## config.mk

```make
export PLATFORM = sky130hd
export DESIGN_NAME = pipe_scoreboard
export DESIGN_NICKNAME = d
export VERILOG_FILES = /design/src/rtl/pipe_scoreboard.sv
export SDC_FILE = /design/constraint.sdc
export NUM_CORES = 1
export LEC_CHECK = 0
export ABC_AREA = 1
export BUFFER_PORTS_ARGS = -buffer_cell sky130_fd_sc_hd__buf_2
export CAP_MARGIN = 40
export CORE_AREA = 8 8 87 89
export DETAILED_ROUTE_END_ITERATION = 8
export DIE_AREA = 0 0 95 97
export SLEW_MARGIN = 10
export SYNTH_ARGS = -nofsm -noshare
export SYNTH_HDL_FRONTEND = slang
export SYNTH_SLANG_ARGS = --single-unit
```

## constraint.sdc

```tcl
create_clock -name CLK -period 2.65 [get_ports CLK]
set_input_delay 0.265 -clock CLK [delete_from_list [all_inputs] [get_ports CLK]]
set_output_delay 0.265 -clock CLK [all_outputs]
set_load 0.005 [all_outputs]
```

## src/rtl/pipe_scoreboard.sv

```systemverilog
// -----------------------------------------------------------------------------
// pipe_scoreboard
//   Tracks in-flight register writers in the stages after decode. It resolves
//   operand forwarding for the decode instruction and raises a stall when a
//   source depends on a result that is not yet forwardable.
//
// Parameters
//   AWL    register-address width
//   STAGES tracked stages after decode (1 = E, 2 = M, 3 = W ...), 2..7
//   ARDY   first stage from which a non-load result is forwardable
//   LDRDY  first stage from which a load result is forwardable
//   CW     stall-counter width
//
// Ports
//   CLK, RST_N         clock, asynchronous active-low reset
//   IssueV/WE/Ld/Rd    decode instruction: valid, writes RF, is load, dest
//   RsD, RtD           decode source registers
//   UseRs, UseRt       source is actually read
//   Flush              kill the decode instruction this cycle
//   Stall              hold fetch/decode (combinational)
//   FwdA, FwdB         operand source: 0 = RF, s = stage s result
//   Busy               bit s-1 set when stage s holds a valid writing entry
//   StallCnt           saturating count of stall cycles since reset
// -----------------------------------------------------------------------------
module pipe_scoreboard #(
   parameter int unsigned AWL    = 5,
   parameter int unsigned STAGES = 3,
   parameter int unsigned ARDY   = 1,
   parameter int unsigned LDRDY  = 2,
   parameter int unsigned CW     = 16
) (
   input  logic              CLK,
   input  logic              RST_N,
   input  logic              IssueV,
   input  logic              IssueWE,
   input  logic              IssueLd,
   input  logic [AWL-1:0]    IssueRd,
   input  logic [AWL-1:0]    RsD,
   input  logic [AWL-1:0]    RtD,
   input  logic              UseRs,
   input  logic              UseRt,
   input  logic              Flush,
   output logic              Stall,
   output logic [2:0]        FwdA,
   output logic [2:0]        FwdB,
   output logic [STAGES-1:0] Busy,
   output logic [CW-1:0]     StallCnt
);

   // Index i holds stage i+1.
   logic [STAGES-1:0] r_valid;
   logic [STAGES-1:0] r_we;
   logic [STAGES-1:0] r_ld;
   logic [AWL-1:0]    r_rd [STAGES];
   logic [CW-1:0]     r_cnt;

   logic              w_haz_a;
   logic              w_haz_b;
   logic              w_issue;

   // Per-source resolution. Scanning from the youngest stage upward and
   // latching only the first hit gives youngest-match priority.
   always_comb begin
      logic        hit_a;
      logic        hit_b;
      logic        ld_a;
      logic        ld_b;
      int unsigned stg_a;
      int unsigned stg_b;
      logic        rdy_a;
      logic        rdy_b;

      hit_a = 1'b0;
      hit_b = 1'b0;
      ld_a  = 1'b0;
      ld_b  = 1'b0;
      stg_a = 0;
      stg_b = 0;
      for (int unsigned i = 0; i < STAGES; i++) begin
         if (!hit_a && UseRs && (RsD != '0) && r_valid[i] && r_we[i] &&
             (r_rd[i] == RsD)) begin
            hit_a = 1'b1;
            ld_a  = r_ld[i];
            stg_a = i + 1;
         end
         if (!hit_b && UseRt && (RtD != '0) && r_valid[i] && r_we[i] &&
             (r_rd[i] == RtD)) begin
            hit_b = 1'b1;
            ld_b  = r_ld[i];
            stg_b = i + 1;
         end
      end

      rdy_a = ld_a ? (stg_a >= LDRDY) : (stg_a >= ARDY);
      rdy_b = ld_b ? (stg_b >= LDRDY) : (stg_b >= ARDY);

      w_haz_a = hit_a && !rdy_a;
      w_haz_b = hit_b && !rdy_b;
      FwdA    = (hit_a && rdy_a) ? 3'(stg_a) : 3'd0;
      FwdB    = (hit_b && rdy_b) ? 3'(stg_b) : 3'd0;
   end

   // Reset empties every stage, so no match can exist while RST_N is low:
   // Stall and Fwd are already zero then without extra gating.
   assign Stall   = (w_haz_a || w_haz_b) && IssueV && !Flush;
   assign w_issue = IssueV && !Stall && !Flush;

   always_ff @(posedge CLK or negedge RST_N) begin
      if (!RST_N) begin
         r_valid <= '0;
         r_we    <= '0;
         r_ld    <= '0;
         for (int unsigned i = 0; i < STAGES; i++) begin
            r_rd[i] <= '0;
         end
      end else begin
         r_valid[0] <= w_issue;
         r_we[0]    <= IssueWE;
         r_ld[0]    <= IssueLd;
         r_rd[0]    <= IssueRd;
         for (int unsigned i = 1; i < STAGES; i++) begin
            r_valid[i] <= r_valid[i-1];
            r_we[i]    <= r_we[i-1];
            r_ld[i]    <= r_ld[i-1];
            r_rd[i]    <= r_rd[i-1];
         end
      end
   end

   always_ff @(posedge CLK or negedge RST_N) begin
      if (!RST_N) begin
         r_cnt <= '0;
      end else if (Stall && (r_cnt != '1)) begin
         r_cnt <= r_cnt + CW'(1);
      end
   end

   assign Busy     = r_valid & r_we;
   assign StallCnt = r_cnt;

endmodule

```

After elaboration in Yosys (flattened, before gate mapping) --
Index checks and enable logic that the tools add are counted.
Cells by class: add/sub/neg operators 1, order comparisons 4, eq/ne operators 7, muxes and demuxes 22, bitwise operators 1, reduce and logical (&&, ||, !) cells 48
Operators by type and width (number):
- 2-to-1 mux 32 bit | 3
- >= comparator 32 x 1 -> 1 bit, second input constant | 2
- >= comparator 32 x 2 -> 1 bit, second input constant | 2
- logical AND 1 bit | 37
- equality test 5 bit | 6
- adder 16 x 1 -> 16 bit, second input constant | 1
- 2-to-1 mux 1 bit | 16
- inequality test 16 bit, second input constant | 1
- nonzero test 5 bit | 2
- logical NOT 1 bit | 8
- 2-to-1 mux 3 bit | 2
- bitwise AND 3 bit | 1
- 2-to-1 mux 2 bit | 1
- logical OR 1 bit | 1
Storage, ports and cells: register bits after elaboration 40, input port bits 23, output and inout bits 26, logic and storage cells 90

Depth between registers and ports, before layout --
Gate-level depths: netlist (run 1).
depth in word-level cells 30, depth in mapped cells 12, gate-level depth less buffers 12

Worst setup path after synthesis (run 1) --
OpenSTA, ideal clock, no wires.
path kind register -> register, from register r_cnt[0] (netlist: StallCnt[0]), to register r_cnt[15] (netlist: StallCnt[15]), setup time 0.122 ns, arrival time 1.495 ns, data required time 2.528 ns, setup slack 1.033 ns, cell stages (with the launch flop) 10, path buffers 1, period minus slack after synthesis 1.617 ns, cell sequence dfrtp_1 ha_1 nand3_1 nor2_2 nand2_2 nor2_1 nand3_1 nand4_2 buf_6 o21ai_2
On the way: word-level cells in the longest chain between the ends 2, elaborated cells between the ends (all ways) 3, classes of those cells add/sub: 1; eq/ne: 1; reduce/logical: 1
Ends and longest elaborated chain:
- from (decl) | line 55 | logic [CW-1:0] r_cnt;
- from (signal assigned) | line 134 | r_cnt <= r_cnt + CW'(1);
- parallel branches: the longest is 2 deep, another holds adder 16 x 1 -> 16 bit
Parallel ways; which one is timed is not known. A chain may end at the register's enable or synchronous reset.

Final worst setup path (run 1) --
from register r_rd[13] in the netlist's numbering, to output Stall
On the way: word-level cells in the longest chain between the ends 24, elaborated cells between the ends (all ways) 59, classes of those cells order compare: 4; eq/ne: 2; mux: 20; reduce/logical: 33
Ends and longest elaborated chain:
- from (decl) | line 54 | logic [AWL-1:0] r_rd [STAGES];
- from (signal, indexed assignment) | line 125 | r_rd[i] <= r_rd[i-1];
- equality test 5 bit (on tied branches) | line 81, 87
- logical AND 1 bit (on tied branches) | line 80, 86
- 2-to-1 mux 1 bit (on tied branches) | line 80, 86
- logical NOT 1 bit (on tied branches) | line 80, 86
- logical AND 1 bit (on tied branches) (5 in a row) | line 80, 86
- 2-to-1 mux 1 bit (on tied branches) | line 80, 86
- logical NOT 1 bit (on tied branches) | line 80, 86
- logical AND 1 bit (on tied branches) (5 in a row) | line 80, 86
- 2-to-1 mux 32 bit (on tied branches) | line 80, 86
- >= comparator 32 x 1 -> 1 bit (tied with other cells) | line 94 | rdy_a = ld_a ? (stg_a >= LDRDY) : (stg_a >= ARDY);
- 2-to-1 mux 1 bit (on tied branches) | line 94, 95
- logical NOT 1 bit (on tied branches) | line 97, 98
- logical AND 1 bit (on tied branches) | line 97, 98
- logical OR 1 bit (*) | line 105 | assign Stall = (w_haz_a || w_haz_b) && IssueV && !Flush;
- logical AND 1 bit (*) (2 in a row) | line 105
- to (decl) | line 43 | output logic Stall,
Every way passes the cells marked *; elsewhere a longest branch is shown, timed or not.

==> run metrics, run 1 <==
status=completed; Starting DRT DRC Count=70; vias in the first global route=2178; Initial Utilization=0.3870; overall die height=97 um; RSZ-0062 raised after global routing=no; final wirelength=5736 um; Routed Antenna Nets=0; DIE WIDTH=95 um; largest net degree at the start of global routing=28; CP Cell Sequence=xnor2_1 > nand3_2 > nor2_4 > nand2_2 > a21oi_4 > buf_2; H-tree depth=2; PortBufs=46; wire per inst=13.31 um; global-route wire length before repair=9929 um; worst setup path class=reg -> out; FF+latch count, synth=40; post-synthesis cell area=2401 um^2; # rows=29; Max Cap Viol=0; Placed Area=2691 um^2; Core Area=6205 um^2; Clock Path Buffers=2; P&R area growth vs syn=17.14%; clk_skew=0.003591 ns; Setup Viol. Count Final=0; dominant synthesized flop cell=dfrtp_1; final-stage net count=377; die area=9215 um^2; final instance area=2813 um^2; antenna violations before repair=0; HP Class=in -> reg; Pins Over Slew Limit=0; Period Utilization, post-route=0.8190; Resize count post-CTS=0; Worst IR Drop VDD=216.5 uV; final hold vios=0; Post-DP HPWL=4620 um; Seq/Total Area, Yosys=0.4169; Synth Area in Compound Gates=0.06931; crit path DAT=1.91 ns; mux cell area share after synthesis=0; Crit-path slowest cell=dfrtp_1; Diodes inserted=0; syn_area_per_cell=7.924 um^2; clock root buffer master=clkbuf_8; min cycle time layout=2.170 ns; gpl congestion=0.8882; gr ovfl total=0; Post-synth EDFFs=0; routed vias=2075; I/O pin total=49; CTS tree=built; Simple-Gate Fraction of Synth Area=0.3184; setup_tns=0 ns; Post-Synth XOR/XNOR Area=0.09797; Via-to-Cell Ratio=4.814; Worst path max stage delay=0.42 ns; yosys warns=0; DR pass1 iterations=5; Synth Area in Adders=0.005211; Fmax=460.8 MHz; DRC Markers=0; Worst setup SP type=flop; share of cells above drive strength 1=0.2429; post-synthesis cell type count=31; Leak Pwr=1.387 nW; CP Capture Type=primary output; pwr/cell area=457.8 nW/um^2; clock-pin slew on the worst setup and hold paths=0.08 ns; largest family of logic cells by synthesized area=simple AND/OR/NAND/NOR gates; TritonCTS Buffers=5; clk_lat worst skew=0.29 ns; worst-path maximum fanout=13; Global Route Usage Sum=0.1330; Critical Path RT=2.38 ns; fraction of registers with async set/reset=1.000; clock sinks=40; Post-Syn Instances=303
[cell type report]
cell class / instances / area (um^2)
Fill cell: 636 / 3392
Multi-Input combinational cell: 217 / 1186
Sequential cell: 40 / 1001
Timing Repair Buffer: 49 / 267.8
Inverter: 40 / 150.1
Tap cell: 77 / 96.34
Clock buffer: 5 / 68.82
Clock inverter: 3 / 42.54
[flip-flops by register name, summed over array words and instances (netlist names)]
name and flops:
StallCnt 16, r_valid 3, r_we 3, r_rd 15
r_ld 3
[path summary, 6_finish.rpt]
check | start | endpoint | slack [ns] | cells after the start
min in group asynchronous | RST_N | StallCnt[12]$_DFFE_PN0P_ | 0.41 | 2
worst max-delay path | r_rd[13]$_DFF_PN0_ | Stall | 0.48 | 6
max in group asynchronous | RST_N | r_rd[12]$_DFF_PN0_ | 1.79 | 3
worst min-delay path | IssueWE | r_we[0]$_DFF_PN0_ | 0.07 | 1
worst min register to register | r_ld[1]$_DFF_PN0_ | r_ld[2]$_DFF_PN0_ | 0.38 | 0
worst max register to register | StallCnt[0]$_DFFE_PN0P_ | StallCnt[2]$_DFFE_PN0P_ | 0.70 | 10
[synth_stat cells (2+ instances only)]
library cell / instances / area share
nand3_1: 16 / 0.033
dfrtp_1: 40 / 0.42
buf_6: 4 / 0.019
nor2_4: 3 / 0.014
nand3b_1: 3 / 0.0094
nor4_1: 4 / 0.010
nand2_1: 85 / 0.13
xnor2_1: 16 / 0.058
o21ai_2: 9 / 0.033
nand3_2: 2 / 0.0083
inv_2: 5 / 0.0078
buf_4: 3 / 0.0094
nor3_1: 4 / 0.0083
nand4_2: 2 / 0.010
xor2_1: 9 / 0.033
nor2_2: 3 / 0.0078
nand4_1: 10 / 0.026
o21ai_0: 6 / 0.013
nor2_1: 30 / 0.047
nand2_2: 3 / 0.0078
inv_1: 35 / 0.055
a31oi_1: 2 / 0.0052
[cell usage in the layout, fill, tap and decap left out, types with 2 or more instances in the layout]
cell type	synthesis	final
nand3_2	2	2
nor4_1	4	4
o21ai_2	9	9
xnor2_1	16	16
nand3b_1	3	3
inv_2	5	5
a31oi_1	2	2
nand4_1	10	10
nor2_4	3	3
buf_2	0	46
nor3_1	4	4
nand3_1	16	16
o21ai_0	6	6
nand4_2	2	2
conb_1	1	2
xor2_1	9	9
inv_1	35	35
nand2_2	3	3
nor2_1	30	30
nor2_2	3	3
nand2_1	85	85
dfrtp_1	40	40
clkbuf_8	0	5
[repair_timing]
item | in CTS | in global routing
hold endpoints to repair | 13 | 0
setup buffers | 0 | 0
hold buffers | 1 | 0
[layer usage]
metal,vias up,GRT usage,part of all wire
met4,0,0.04087,0.014
met2,58,0.2120,0.48
met5,-,0,0
met1,960,0.1715,0.45
met3,8,0.03168,0.061
li1,1049,-,-
[kinds of logic (layout without fill, tap and decap cells)]
logic type	Yosys count	after routing
buf+inv	47	97
compound gates	22	22
other cells	1	2
fa+ha+maj	1	1
flops	40	40
xor+xnor	26	26
simple gates	166	166
[through the flow]
stage	power [mW]	worst slack (ns)	instances	utilization	hold slack [ns]
after CTS	1.308	0.4482	431	0.4533	0.05781
final	1.288	0.4798	431	0.4533	0.07179
after floorplan	0.7363	1.033	304	-	-0.03059
after detailed placement	0.7948	0.7015	422	0.4338	0.1953
after global routing	1.352	0.3328	431	0.4533	0.04855
after global placement	0.7901	0.8010	421	0.4305	0.3583
[worst max-delay path, delay by kind of cell (launching register included)]
| family | cells | cell delay [ns] |
|---|---|---|
| flip-flops | 1 | 0.42 |
| AND/OR/NAND/NOR | 3 | 0.39 |
| AO/OA/AOI/OAI | 1 | 0.34 |
| XOR/XNOR | 1 | 0.26 |
| buffers and inverters | 1 | 0.19 |
[report_power, final]
group / switching (mW) / internal (mW)
clock network: 0.227 / 0.279
registers: 0.0181 / 0.629
logic: 0.0815 / 0.0529
total: 0.327 / 0.961
No activity file was read; power rests on OpenSTA's default activity.
==> inputs of run 2 (changes only) <==
ABC_AREA = 0   (was 1)
CORE_AREA = 8 8 79 81   (was 8 8 87 89)
DIE_AREA = 0 0 87 89   (was 0 0 95 97)
clock period = 2 ns   (was 2.65 ns; I/O delays follow)
==> run metrics, run 2 <==
fillcell total=462 (-27%); commonest cells in the netlist=38 x dfrtp_1, 24 x xnor2_1, 19 x xor2_1, 13 x nand2_1, 13 x nor2_1; Crit. path cell count=8 (+2); Starting DRT DRC Count=40 (-43%); post-synthesis cell type count=35 (+13%); Routed Antenna Nets=0 (unchanged); Diodes inserted=0 (unchanged); Clock Path Buffers=2 (unchanged); slew margin rel.=0.6605; Simple-Gate Fraction of Synth Area=0.2318 (-0.08657); Worst IR Drop VDD=432.1 uV (+100%); worst slew pin tran=0.5045 ns; placed insts=308 (-27%); pre-CTS WS=-0.03268 ns (-0.7341 ns); failing checks=setup timing; die area=7743 um^2 (-16%); Leak Pwr=1.372 nW (-1.1%); largest cells by area after synthesis=dfrtp_1 50%, xnor2_1 11%, xor2_1 8.7%; cell taking the most area after synthesis=dfrtp_1; overall die height=89 um (-8.2%); Post-DP HPWL=3675 um (-20%); Worst setup SP type=flop; P&R area growth vs syn=44.47%; RSZ-0062 raised after global routing=yes; mux cell area share after synthesis=0.005894 (+0.005894); clk_lat worst skew=0.29 ns (about the same); clock root buffer master=clkbuf_8; final hold vios=0 (unchanged); largest net degree at the start of global routing=19 (-32%); FF+latch count, synth=38 (-5.0%); DR pass1 iterations=4 (-1); # rows=26 (-10%); Core Area=4977 um^2 (-20%); yosys warns=0 (unchanged); hold depth=1 (unchanged); clock sinks=38 (-5.0%); pwr/cell area=638.1 nW/um^2 (+39%); Max Cap Viol=0 (unchanged); clock-pin slew on the worst setup and hold paths=0.08 ns (about the same); worst setup path class=reg -> reg; Period Utilization, post-route=1.083; CP Cell Sequence=xnor2_2 > nand4_1 > or4_4 > buf_6 > a211o_4 > buf_6 > nor4_4 > xor2_1; Setup Viol. Count Final=17 (+17); Worst path max stage delay=0.45 ns (+0.03 ns); Post-Synth XOR/XNOR Area=0.1971 (+0.09915); max reg flops=16 (unchanged); worst path bufs/invs=2 (+1); PortBufs=46 (unchanged); CP dominant cell by count=buf_6; Global Route Usage Sum=0.1322 (-0.0007987); worst setup margin=-0.1654 ns (-0.6452 ns); dominant synthesized flop cell=dfrtp_1; I/O pin total=49 (unchanged); fraction of registers with async set/reset=1.000 (unchanged); final wirelength=4783 um (-17%); Synth Area in Compound Gates=0.02750 (-0.04180); post-route insts no fill=327 (-24%); DRC Markers=0 (unchanged); vias in the first global route=1663 (-24%); TritonCTS Buffers=5 (unchanged); clk_skew=0.006641 ns (+0.003050 ns); top-count cell post-synth=dfrtp_1; Pins Over Slew Limit=0 (unchanged); final-stage net count=280 (-26%); DIE WIDTH=87 um (-8.4%); CTS tree=built; Crit-path slowest cell=or4_4; R2R depth=8 (-2); Post-synth EDFFs=0 (unchanged); H-tree depth=2 (unchanged); Via-to-Cell Ratio=4.657 (-3.3%); syn_area_per_cell=11.04 um^2 (+39%); wire per inst=14.63 um (+9.9%); routed vias=1523 (-27%); Initial Utilization=0.3839 (-0.003112); total power=1.761 mW (+37%); Post-Syn Instances=173 (-43%); crit path DAT=2.38 ns (+0.47 ns); cell family with most CP delay=simple AND/OR/NAND/NOR gates; status=finished with violations; global-route wire length before repair=7921 um (-20%); HP Class=in -> reg; most common cell after layout, fill and taps aside=buf_2; Critical Path RT=2.21 ns (-0.17 ns); Fmax=461.8 MHz; post-synthesis cell area=1911 um^2 (-20%); largest family of logic cells by synthesized area=simple AND/OR/NAND/NOR gates; min cycle time layout=2.165 ns; gr ovfl total=0 (unchanged); commonest non-fill, non-tap cells in the layout=46 x buf_2, 38 x dfrtp_1, 22 x xnor2_1, 20 x buf_4, 19 x xor2_1; CP Capture Type=flop; share of cells above drive strength 1=0.4280 (+0.1851); top-area cell type share of the netlist area=0.4977 (+0.08082); gpl congestion=0.8648 (-2.6%); Synth Area in Adders=0.006549 (+0.001338); Hold WS=0.01614 ns (-0.05565 ns); worst-path maximum fanout=3 (-10); Seq/Total Area, Yosys=0.4977 (+0.08082); antenna violations before repair=0 (unchanged)
run 2: changes by cell type in the layout (fill, tap and decap cells not counted), sizes merged, moves of 4 or more:
cell and delta:
nand2 -75, inv -34, buf +28, xor2 +9, and2 +4, nor4 +7
nor2 -23, o21ai -14, xnor2 +8, nand3 -9
run 2: repair_timing:
item | in CTS | in global routing
endpoints found under the hold margin | 40 | 0
gates resized for setup | 26 | 14
endpoints found under the setup margin | 14 | 21
setup buffers | 7 | 2
hold buffers | 3 | 0
pin swaps | 19 | 15
run 2: path summary, 6_finish.rpt:
path	startpoint	end	slack (ns)
hold / removal	IssueRd[4]	r_rd[14]$_DFF_PN0_	0.02
setup / recovery	r_rd[12]$_DFF_PN0_	StallCnt[12]$_DFFE_PN0P_	-0.17
hold reg to reg	r_we[1]$_DFF_PN0_	r_we[2]$_DFF_PN0_	0.38
min in group asynchronous	RST_N	r_rd[14]$_DFF_PN0_	0.25
setup reg to reg	r_rd[12]$_DFF_PN0_	StallCnt[12]$_DFFE_PN0P_	-0.17
max in group asynchronous	RST_N	r_ld[0]$_DFF_PN0_	1.30
run 2: layer usage:
metal | vias up | GRT usage | share of wire
li1 | 759 | - | -
met1 | 732 | 0.1536 | 0.43
met2 | 28 | 0.2241 | 0.51
met3 | 4 | 0.04136 | 0.047
met4 | 0 | 0.04851 | 0.011
met5 | - | 0 | 0
run 2: logic make-up after synthesis:
logic type      after synthesis
xor+xnor                     43
flops                        38
simple gates                 71
buf+inv                      10
fa+ha+maj                     1
other cells                   1
compound gates                8
mux                           1
run 2: through the flow:
stage                     cell area, um^2    util  setup TNS (ns)
final                                2760  0.5546          -1.660
after global routing                 2760  0.5546          -3.859
after CTS                            2691  0.5407          -2.430
after detailed placement             2360  0.4741         -0.1505
after global placement               2360  0.4741        -0.05405
after floorplan                      1914       -               0
run 2: where the power goes:
group | internal, mW | switching (mW)
clock | 0.500 | 0.275
combinational | 0.0902 | 0.0820
sequential | 0.791 | 0.0229
run 2: cell type report:
class	count	area [um^2]	share of cell area
clock buffers	5	68.82	0.02493
clock inverters	3	68.82	0.02493
inverters	6	22.52	0.008160
multi-input cells	126	1035	0.3749
flip-flops and latches	38	950.9	0.3445
well taps	70	87.58	0.03173
repair buffers	79	526.8	0.1908
==> inputs of run 3 (changes only) <==
clock period = 1.91 ns   (was 2 ns; I/O delays follow)
==> run metrics, run 3 (synthesis results as in run 2) <==
final-stage net count=294 (+5.0%); Period Utilization, post-route=1.079; DIE WIDTH=87 um (unchanged); I/O pin total=49 (unchanged); Initial Utilization=0.3839 (unchanged); clock root buffer master=clkbuf_8; die area=7743 um^2 (unchanged); cell family with most CP delay=simple AND/OR/NAND/NOR gates; Worst setup SP type=flop; setup_tns=-1.785 ns (-0.1248 ns); clock sinks=38 (unchanged); Clock Path Buffers=2 (unchanged); final wirelength=4945 um (+3.4%); status=finished with violations; hold depth=3 (+2); Crit. path cell count=7 (-1); vias in the first global route=1759 (+5.8%); global-route wire length before repair=8286 um (+4.6%); largest net degree at the start of global routing=39 (+20); worst setup path class=reg -> out; Setup Viol. Count Final=20 (+3); HP Class=in -> reg; Hold WS=0.1497 ns (+0.1336 ns); Worst path max stage delay=0.50 ns (+0.05 ns); Fmax=485.2 MHz; pwr/cell area=656.7 nW/um^2 (+2.9%); Critical Path RT=1.72 ns (-0.49 ns); DRC Markers=0 (unchanged); Global Route Usage Sum=0.1387 (+0.006497); Crit-path slowest cell=or4_4; CP Capture Type=primary output; clk_lat worst skew=0.29 ns (about the same); min cycle time layout=2.061 ns; crit path DAT=1.87 ns (-0.51 ns); CP dominant cell by count=and2_4; most common cell after layout, fill and taps aside=buf_2; antenna violations before repair=0 (unchanged); Max Cap Viol=0 (unchanged); CP Cell Sequence=and2_4 > nand2_2 > or4_4 > buf_6 > and2_4 > nor2_2 > buf_2; Post-DP HPWL=3757 um (+2.2%); gr ovfl total=0 (unchanged); # rows=26 (unchanged); placed insts=320 (+3.9%); Core Area=4977 um^2 (unchanged); CTS tree=built; R2R depth=7 (-1); P&R area growth vs syn=50.69%; Starting DRT DRC Count=40 (unchanged); worst setup margin=-0.1511 ns (+0.01436 ns); H-tree depth=2 (unchanged); final hold vios=0 (unchanged); DR pass1 iterations=4 (unchanged); clock-pin slew on the worst setup and hold paths=0.07 ns (about the same); PortBufs=46 (unchanged); TritonCTS Buffers=5 (unchanged); overall die height=89 um (unchanged); Worst IR Drop VDD=485.0 uV (+12%); RSZ-0062 raised after global routing=yes; worst-path maximum fanout=3 (unchanged); failing checks=setup timing; Leak Pwr=1.445 nW (+5.3%); clk_skew=0.01054 ns (+0.003895 ns); post-route insts no fill=341 (+4.3%); Final Util=0.5784 (+0.02388); max reg flops=16 (unchanged); commonest non-fill, non-tap cells in the layout=46 x buf_2, 38 x dfrtp_1, 34 x buf_4, 21 x xnor2_1, 19 x xor2_1; wire per inst=14.50 um (-0.86%); share of cells above drive strength 1=0.4465 (+0.01848); Routed Antenna Nets=0 (unchanged); routed vias=1604 (+5.3%); Diodes inserted=0 (unchanged); Via-to-Cell Ratio=4.704 (+0.99%); worst path bufs/invs=2 (unchanged); Pins Over Slew Limit=0 (unchanged); gpl congestion=0.8662 (+0.16%); total power=1.891 mW (+7.3%)
-- run 3: final cells by class --
cell class	count	area, um^2
timing repair buffer	93	621.8
inverter	6	22.52
fill	440	2098
sequential	38	950.9
multi-input combinational	126	1054
clock inverter	2	60.06
tap	70	87.58
clock buffer	6	82.58
-- run 3: final timing paths --
kind	startpoint	to	slack, ns
worst min-delay path	IssueV	r_valid[0]$_DFF_PN0_	0.15
worst max register to register	r_valid[0]$_DFF_PN0_	StallCnt[10]$_DFFE_PN0P_	-0.14
worst min register to register	r_we[1]$_DFF_PN0_	r_we[2]$_DFF_PN0_	0.38
max in group asynchronous	RST_N	r_valid[0]$_DFF_PN0_	1.09
worst max-delay path	r_valid[0]$_DFF_PN0_	Stall	-0.15
min in group asynchronous	RST_N	r_rd[12]$_DFF_PN0_	0.48
-- run 3: power by group --
part,total (mW),internal (mW),switching (mW)
registers,0.852,0.829,0.0228
clock network,0.843,0.557,0.286
logic,0.196,0.106,0.0909
total,1.89,1.49,0.399
-- run 3: metrics by stage --
step	setup WS (ns)	instance area (um^2)
after floorplan	0.01307	1914
after global placement	-0.08731	2450
after detailed placement	-0.1487	2450
after CTS	-0.1646	2784
after global routing	-0.2305	2879
final	-0.1511	2879
-- run 3: routing by layer --
metal  track usage  part of all wire
met1        0.1482              0.42
met2        0.2519              0.52
met3       0.04596             0.044
met4       0.04538             0.015
met5             0                 0
-- run 3: what timing repair did --
item,4_1_cts,5_1_grt
endpoints found under the setup margin,20,21
gates resized for setup,21,15
hold buffers,7,1
cloned,0,0
endpoints found under the hold margin,44,1
pin swaps,20,8
setup buffers,5,0
-- run 3: tightest hold or removal path: stages --
cell      delay [ns]
buf_2           0.11
nand2b_1        0.07
a21oi_1         0.04
